==> src/rtl/llc_hazard_pipe.sv <==
// Elastic LLC request pipeline with per-set ordering: a request cannot enter while
// another request to the same set is still in flight. Bubbles collapse, and flush drops all entries.
`ifndef LLC_SET_BITS
`define LLC_SET_BITS 11
`endif

module llc_hazard_pipe #(
    parameter int DATA_WIDTH = 32,
    parameter int SET_BITS   = `LLC_SET_BITS,
    parameter int NUM_STAGES = 4,
    parameter int CNT_WIDTH  = 16
) (
    input  logic                              clk,
    input  logic                              rst,
    input  logic                              in_valid,
    output logic                              in_ready,
    input  logic [SET_BITS-1:0]               in_set,
    input  logic                              in_nohaz,
    input  logic [DATA_WIDTH-1:0]             in_data,
    output logic                              out_valid,
    input  logic                              out_ready,
    output logic [SET_BITS-1:0]               out_set,
    output logic [DATA_WIDTH-1:0]             out_data,
    input  logic                              flush,
    output logic                              busy,
    output logic [$clog2(NUM_STAGES+1)-1:0]   occupancy,
    output logic [CNT_WIDTH-1:0]              hazard_stall_cnt
);

    localparam int OCC_W = $clog2(NUM_STAGES+1);

    logic [NUM_STAGES-1:0] vld;
    logic [SET_BITS-1:0]   set_q  [NUM_STAGES];
    logic [DATA_WIDTH-1:0] data_q [NUM_STAGES];
    logic [NUM_STAGES-1:0] adv;
    logic                  retire;
    logic                  haz;
    logic                  stall_inc;

    // adv[i] means register i loads this edge: from stage i-1, or from the input for stage 0
    always_comb begin
        adv = '0;
        adv[NUM_STAGES-1] = out_ready | ~vld[NUM_STAGES-1];
        for (int i = NUM_STAGES-2; i >= 0; i--) begin
            adv[i] = adv[i+1] | ~vld[i];
        end
    end

    assign retire = vld[NUM_STAGES-1] & out_ready;

    // The retiring entry no longer blocks its set, so a same-set follower enters in that cycle
    always_comb begin
        haz = 1'b0;
        for (int i = 0; i < NUM_STAGES; i++) begin
            if (vld[i] && (set_q[i] == in_set) && !((i == NUM_STAGES-1) && retire)) begin
                haz = 1'b1;
            end
        end
        if (in_nohaz) begin
            haz = 1'b0;
        end
    end

    assign in_ready  = rst & ~flush & adv[0] & ~haz;
    assign stall_inc = in_valid & adv[0] & haz & ~flush;

    always_ff @(posedge clk) begin
        if (!rst) begin
            vld              <= '0;
            hazard_stall_cnt <= '0;
            for (int i = 0; i < NUM_STAGES; i++) begin
                set_q[i]  <= '0;
                data_q[i] <= '0;
            end
        end else begin
            if (stall_inc && (hazard_stall_cnt != '1)) begin
                hazard_stall_cnt <= hazard_stall_cnt + 1'b1;
            end
            if (flush) begin
                vld <= '0;
            end else begin
                for (int i = NUM_STAGES-1; i >= 1; i--) begin
                    if (adv[i]) begin
                        vld[i]    <= vld[i-1];
                        set_q[i]  <= set_q[i-1];
                        data_q[i] <= data_q[i-1];
                    end
                end
                if (adv[0]) begin
                    vld[0]    <= in_valid & in_ready;
                    set_q[0]  <= in_set;
                    data_q[0] <= in_data;
                end
            end
        end
    end

    assign out_valid = vld[NUM_STAGES-1];
    assign out_set   = set_q[NUM_STAGES-1];
    assign out_data  = data_q[NUM_STAGES-1];
    assign busy      = |vld;

    always_comb begin
        occupancy = '0;
        for (int i = 0; i < NUM_STAGES; i++) begin
            occupancy = occupancy + OCC_W'(vld[i]);
        end
    end

endmodule
==> config.mk <==
export PLATFORM = sky130hd
export DESIGN_NAME = llc_hazard_pipe
export DESIGN_NICKNAME = d
export VERILOG_FILES = /design/src/rtl/llc_hazard_pipe.sv
export SDC_FILE = /design/constraint.sdc
export NUM_CORES = 1
export LEC_CHECK = 0
export CORE_ASPECT_RATIO = 0.75
export CORE_UTILIZATION = 49
export CTS_CLUSTER_DIAMETER = 150
export DETAILED_ROUTE_END_ITERATION = 10
export GPL_TIMING_DRIVEN = 0
export PLACE_DENSITY = 0.77
export SKIP_CTS_REPAIR_TIMING = 1
export SYNTH_ARGS = -nofsm -noshare
export SYNTH_HDL_FRONTEND = slang
export SYNTH_SLANG_ARGS = --single-unit
==> constraint.sdc <==
create_clock -name clk -period 5.5 [get_ports clk]
set_input_delay 1.65 -clock clk [delete_from_list [all_inputs] [get_ports clk]]
set_output_delay 1.65 -clock clk [all_outputs]
set_load 0.01 [all_outputs]
# After elaboration in Yosys (flattened, before gate mapping)
# Memories as Yosys holds them, arrays and structs flattened.
# Index checks and enable logic that the tools add are counted.
[word_totals] n_memories=2 in_bits=49 word_cells=82 rom_bits=0 output_inout_bits=65 regBits=20 latchBits=0 ramBits=172
[op_classes] n_shift=0 muxes=30 mul=0 eq_ne=5 div_mod_pow=0 magnitude_cmp=0 n_bitwise=27 addsub=4 reduce_logical=9
[mem_list] name="data_q" depth=4 word_bits=32 read_ports=4 rd_ports_with_merged_regs=0 wr=4 line="34" rtl="logic [DATA_WIDTH-1:0] data_q [NUM_STAGES];"
[mem_list] name="set_q" depth=4 word_bits=11 read_ports=4 rd_ports_with_merged_regs=0 wr=4 line="33" rtl="logic [SET_BITS-1:0] set_q [NUM_STAGES];"
[ops] op="$mux 32" count=4
[ops] op="$eq 11x11->1" count=4
[ops] op="$mux 11" count=4
[ops] op="$mux 1" count=22
[ops] op="$add 16x1->16 const B" count=1
[ops] op="$ne 16x16->1 const B" count=1
[ops] op="$or 1x1->1" count=12
[ops] op="$and 1x1->1" count=8
[ops] op="$not 1->1" count=7
[ops] op="$logic_and 1x1->1" count=6
[ops] op="$reduce_or 4->1" count=1
[ops] op="$add 2x1->3" count=1
[ops] op="$add 3x1->3" count=1
[ops] op="$add 1x1->2" count=1
[ops] op="$reduce_or 2->1" count=1
[ops] op="$logic_not 1->1" count=1

# Longest topological paths before layout
# Gate-level depths: netlist of run 1.
[depth] ltp_word=10 mapped_depth=9 mapped_depth_nobuf=7

# Least setup slack after synthesis of run 1
# Ideal clock, no wire load.
[synth_path] path_kind="input port to flip-flop" startpoint="input out_ready" endpoint="memory data_q[0][0] (enable)" slack_ns=-0.100 n_path_buf=0 setup_time_ns=0.503 required_ns=4.997 t_arrival_ns=5.097 stages=3 path_cell_list="and4b_1 and2_1 o21ai_0"
[synth_rtl] element="from (decl)" line="21" rtl="input logic out_ready,"
[synth_rtl] element="to (decl)" line="34"

# Worst setup path in the final report of run 1
[layout_path] startpoint="input out_ready" endpoint="output in_ready"
[layout_between] elab_chain_len=7 word_cells_on_any_way=12 classes_between="2 x mux; 8 x bitwise; 2 x reduce/logical"
[layout_lines] element="parallel branches: the longest is 6 deep, another holds $or 1x1->1"
[layout_lines] element="$and 1x1->1 *" line="64" rtl="assign in_ready = rst & ~flush & adv[0] & ~haz;"
[layout_lines] element="to (decl)" line="16" rtl="output logic in_ready,"
# Every way passes the cells marked *.

==> results of run 1 <==
kinds of logic after synthesis:
kind of cell	count (synthesis)
and+or+nand+nor	252
buffers and inverters	46
xor gates and xnor gates	44
DFF	192
adders and majority gates	5
AOI/OAI and AO/OA	40
per-layer routing:
metal,vias to the layer above,GRT usage [%],share of wire (%)
met1,2304,24.93,43
met5,-,0,0
li1,2311,-,-
met3,25,4.476,5.6
met4,0,7.138,1.6
met2,183,30.41,50
cell type report:
class	count	area [sq um]
plain buffers	33	207.7
clock buffers	18	429.2
clock inverters	14	177.7
fillers	1129	5839
inverters	12	45.04
multi-input cells	341	2352
flip-flops and latches	192	5565
well taps	210	262.8
repair buffers	113	1186
registers in the layout (all words and copies together) (netlist names):
| register | flops |
|---|---|
| data_q | 128 |
| hazard_stall_cnt | 16 |
| set_q | 44 |
| vld | 4 |
cells in the mapped netlist, drive strengths merged:
master  number  area, sq um
and2       176         1101
edfxtp     172         5165
xnor2       44        385.4
dfxtp       20        400.4
clkbuf      19        71.32
a21oi       18        90.09
nand4       16        100.1
buf         15        140.1
nor2        15        56.30
inv         12        45.04
and3         8        50.05
nand3        8        45.04
or4          8        60.06
o31ai        7        52.55
o41ai        7        68.82
nand2        6        22.52
nor3         6        50.05
o21ai        6        30.03
ha           4        50.05
nand4b       4        35.03
a31o         1        8.760
and2b        1        7.510
and4         1        8.760
and4b        1        10.01
fa           1        20.02
nand2b       1        6.260
o311ai       1        16.27
or3          1        6.260
critical path, stage by stage:
cell,delay (ns)
clkdlybuf4s50_1,0.42
and2b_2,0.30
nand4_1,0.16
nor3_4,0.30
o41ai_4,0.11
buf_6,0.15
buf_6,0.13
and2_1,0.15
dlymetal6s2s_1,0.17
per-stage QoR:
step / setup WS (ns) / util [%] / hold WS, ns / instance area [sq um]
floorplan: 0.06888 / - / 0.4764 / 8103
global placement: -1.533 / 58.43 / 0.4752 / 9387
detailed placement: -0.5820 / 59.39 / 0.4874 / 9542
CTS: -0.5855 / 63.17 / 0.5005 / 10150
global route: 0.2274 / 63.65 / 0.5254 / 10230
finish: 0.3022 / 63.65 / 0.5030 / 10230
worst max-delay path by stage:
| stage | end | startpoint | cells past startpoint | slack, ns |
|---|---|---|---|---|
| 6_report | in_ready | out_ready | 9 | 0.30 |
| 5_1_grt | in_ready | out_ready | 9 | 0.23 |
| 4_1_cts | in_ready | flush | 7 | -0.59 |
| 3_5_place_dp | in_ready | flush | 7 | -0.58 |
| 3_3_place_gp | data_q[3][16] | out_ready | 3 | -1.53 |
| 2_1_floorplan | data_q[1][0] | out_ready | 2 | 0.07 |
power breakdown:
part / total [uW] / internal [uW] / switching [uW]
sequential: 1710 / 1680 / 29.9
clock: 1260 / 723 / 534
combinational: 236 / 124 / 112
total: 3210 / 2530 / 676
==> metrics, run 1 <==
Netlist cell types=33; Post-Syn Area=0.008103 sq mm; startpoint of the worst hold path=hazard_stall_cnt[15]; WL/cell=16.09 microns; IO Pins=114; flop-to-flop setup slack=3.03 ns; static leakage=0.003770 uW; Syn Area/Cell=13.99 sq um; worst-margin pin slew=0.7988 ns; Remaining Overflow, GRT=0; Hold Path Cell Cnt=2; endpoints failing hold=0; main combinational cell family by area after synthesis=simple AND/OR/NAND/NOR gates; CTS tree=yes; Tmin final=5.198 ns; post-DR vias/cell=5.169; First DRT Iteration DRCs=326; Initial Util=50.44%; Synth Net Count=633; crit start category=input port; # DRC=0; overall power=3205 uW; clk root buf=clkbuf_16; adder-cell share of the synthesized area=0.8647%; status=finished clean; die area=0.01706 sq mm; I/O Buffers=102; area grow syn2layout=26.20%; Clock Latency Late Sink=0.43 ns; hpwl dp=10,850 microns; Cells after DPL=895; unrepaired setup endpoints after global routing=false; core area=0.01607 sq mm; standard-cell rows=40; global-route wire length before repair=23,770 microns; Die W=150.5 microns; Pins Over Slew Limit=0; TritonCTS Buffers=17; R2R Path Start=hazard_stall_cnt[0]; worst-path fanout max=10; hold endpoint=hazard_stall_cnt[15]; Max rail drop VDD=0.2581 mV; CTS clk-pin slew, worst paths=0.07 ns; complex-gate fraction of the synthesized area=3.289%; CTS H-tree depth=4; commonest non-fill, non-tap cell in the layout=and2_1; CP endpoint kind=output pin; Worst R2R End=hazard_stall_cnt[5]; vias in the first global route=4,591; Synth Area in Simple Gates=19.24%; mux share of post-synthesis cell area=0%; Syn Inst Count=579; initial antenna violation count=0; WP data required=3.85 ns; layout cells sized above 1=9.682%; Final Skew=0.008214 ns; FMAX=0.1924 GHz; Post-Synth XOR/XNOR Area=4.756%; fin nets=764; final setup fails=0; sequential fraction of the synthesis area=68.68%; DR vias=4,823; Slew HR=46.54%; final worst path period share=94.50%; gpl congestion=0.8614; CTS Sinks=192; max_cap viols=0; Antenna Nets Post-Route=0; die height=113.4 microns; Pwr Density=313.5 mW/mm^2; Sum Neg Setup Slack=0 ns; Antenna diodes=0; pin count of the biggest net entering global routing=25; Synth Register Bits=192; most frequent cells in the layout=and2_1, edfxtp_1, clkdlybuf4s50_1; CTS Buffer Depth=2; kind of critical path=in -> out; Cell Count, Final, Fillers Out=933; Ys Warns=0; worst min path class=reg -> reg; wirelength, routed=15,010 microns; Worst EP arrival=3.55 ns; GRT Overall Usage=18.90%; R2R depth=8; DRT Pass-1 Iters=5
Power figures use the tool's default switching activity.
==> run 2, diff against run 1 <==
- CORE_UTILIZATION: 49 -> 51
- CTS_BUF_LIST: not set -> sky130_fd_sc_hd__clkbuf_8
- PLACE_DENSITY: 0.77 -> 0.79
- RECOVER_POWER: not set -> 25
==> run 2 against run 1 <==
  * Wire length down 3.0%
  * Power down 11%
  * Utilization up 1.1 points
  * Largest cell class unchanged
  * Global-route usage down 0.19 points
  * First-iteration DRC count up 2.5%
  * The flow now finishes with violations (max-capacitance violations, max-slew violations)
  * Critical path depth unchanged
  * Fmax up 0.30%
  * Register-to-register slack worse by 1.1 ns
  * Hold slack better by 0.0014 ns
  * Critical path type unchanged
  * Critical endpoint unchanged
  * Count of clock-buffer cells in the layout down 1
  * Clock skew up 0.00077 ns
  * Via count down 1.6%
==> metrics, run 2 (synthesis gave the netlist of run 1 again) <==
status=complete, but fails checks; failing checks=max-capacitance violations, max-slew violations; most frequent cells in the layout=and2_1, edfxtp_1, dlygate4sd3_1; Max rail drop VDD=0.1755 mV; unrepaired setup endpoints after global routing=false; DR vias=4,745; kind of critical path=in -> out; Biggest register=data_q; CTS tree=yes; Reg power frac=60.2%; static leakage=0.003780 uW; Worst Slack Setup Final=0.3180 ns; wirelength, routed=14,560 microns; pin count of the biggest net entering global routing=24; Antenna Nets Post-Route=0; worst-path cell chain=clkdlybuf4s50_1 -> and2b_1 -> nand4_1 -> nor3_4 -> o41ai_4 -> buf_6 -> buf_6 -> and2_1 -> dlymetal6s2s_1; layout cells sized above 1=8.990%; WL/cell=15.69 microns; final setup fails=0; IO Pins=114; core area=0.01537 sq mm; worst-margin pin slew=3.174 ns; CTS Buffer Depth=2; # DRC=0; GRT Overall Usage=18.71%; Die W=147.5 microns; vias in the first global route=4,626; Tmin final=5.182 ns; overall power=2840 uW; die area=0.01640 sq mm; crit start category=input port; Top cell by count, worst path=buf_6; First DRT Iteration DRCs=334; crit path launch=out_ready; TritonCTS Buffers=17; CTS clk-pin slew, worst paths=0.10 ns; Area after DPL=0.009535 sq mm; area grow syn2layout=22.79%; Slowest Stage Delay on Critical Path=0.42 ns; final worst path period share=94.22%; Final Skew=0.008981 ns; gpl congestion=0.8415; post-DR vias/cell=5.113; Remaining Overflow, GRT=0; die height=111.2 microns; endpoints failing hold=0; Pwr Density=285.4 mW/mm^2; commonest non-fill, non-tap cell in the layout=and2_1; Pins Over Slew Limit=45; DRT Pass-1 Iters=4; worst-path fanout max=10; initial antenna violation count=0; I/O Buffers=102; slowest CP cell=clkdlybuf4s50_1; max_cap viols=2; Critical path buffers and inverters=4; CP endpoint kind=output pin; Clock Power Share=31.9%; final instance area=0.009950 sq mm; R2R Path Start=vld[3]; standard-cell rows=39; clk root buf=clkbuf_8; Gate power share=7.9%; hold slack=0.5044 ns; P_int=2177 uW; Clock Latency Late Sink=0.45 ns; top flop regs=data_q: 128 flops, set_q: 44 flops, hazard_stall_cnt: 16 flops; WP data required=3.85 ns; Switching Fraction=23.34%; Worst EP arrival=3.53 ns; fin nets=764; Slew HR=-113.9%; worst min path class=reg -> reg; global-route wire length before repair=23,200 microns; hpwl dp=10,750 microns; Initial Util=52.71%; NetSw=662.7 uW; CTS H-tree depth=4; FMAX=0.1930 GHz; Largest register FFs=128; CTS Sinks=192; Antenna diodes=0; Top delay family on crit path=simple AND/OR/NAND/NOR gates; pre-CTS WS=-0.5906 ns; startpoint of the worst hold path=hazard_stall_cnt[6]
-- run 2: changes by cell type in the layout (fill, tap and decap cells not counted), sizes merged --
cell,before,now
clkdlybuf4s50,101,45
dlygate4sd3,0,56
inv,17,22
clkinv,5,1
buf,26,23
bufinv,3,1
clkbuf,36,38
clkinvlp,1,3
-- run 2: final cells by class --
class,instances,area [sq um]
Fill cell,1124,5421
Clock inverter,15,161.4
Sequential cell,192,5565
Inverter,12,45.04
Clock buffer,17,234.0
Tap cell,205,256.5
Timing Repair Buffer,113,1159
Multi-Input combinational cell,341,2321
Buffer,33,207.7
-- run 2: final timing paths --
| kind | end | slack, ns | cells after the start |
|---|---|---|---|
| worst max-delay path | in_ready | 0.32 | 9 |
| worst min-delay path | hazard_stall_cnt[6] | 0.50 | 2 |
| worst max register to register | data_q[3][2] | 1.94 | 4 |
| worst min register to register | hazard_stall_cnt[6] | 0.50 | 2 |
-- run 2: metrics by stage --
step | utilization (%) | setup TNS, ns | cells
6_report | 64.73 | 0 | 928
5_1_grt | 64.73 | 0 | 928
4_1_cts | 64.61 | -0.5799 | 922
3_5_place_dp | 62.04 | -0.5906 | 890
3_3_place_gp | 61.03 | -148.45 | 886
2_1_floorplan | - | 0 | 579
-- run 2: worst register-to-register path, stage by stage, from the launching register on --
cell and delay, ns:
dfxtp_1 0.35, and2b_1 0.21, clkbuf_1 0.15, o21ai_0 2.36, buf_16 0.20
-- run 2: routing by layer --
| layer | vias to the layer above | track usage (%) | share of wire [%] | wire length [microns] |
|---|---|---|---|---|
| li1 | 2311 | - | - | - |
| met1 | 2273 | 24.29 | 45 | 6495 |
| met2 | 133 | 30.38 | 49 | 7063 |
| met3 | 28 | 4.527 | 4.4 | 639 |
| met4 | 0 | 7.285 | 2.5 | 363 |
| met5 | - | 0 | 0 | 0 |
-- run 2: power by group through the flow --
stage	logic, uW	clock network [uW]	registers (uW)
floorplan	111	0	1750
global placement	216	0	1750
detailed placement	235	0	1740
CTS	236	923	1710
global route	242	983	1720
finish	223	907	1710
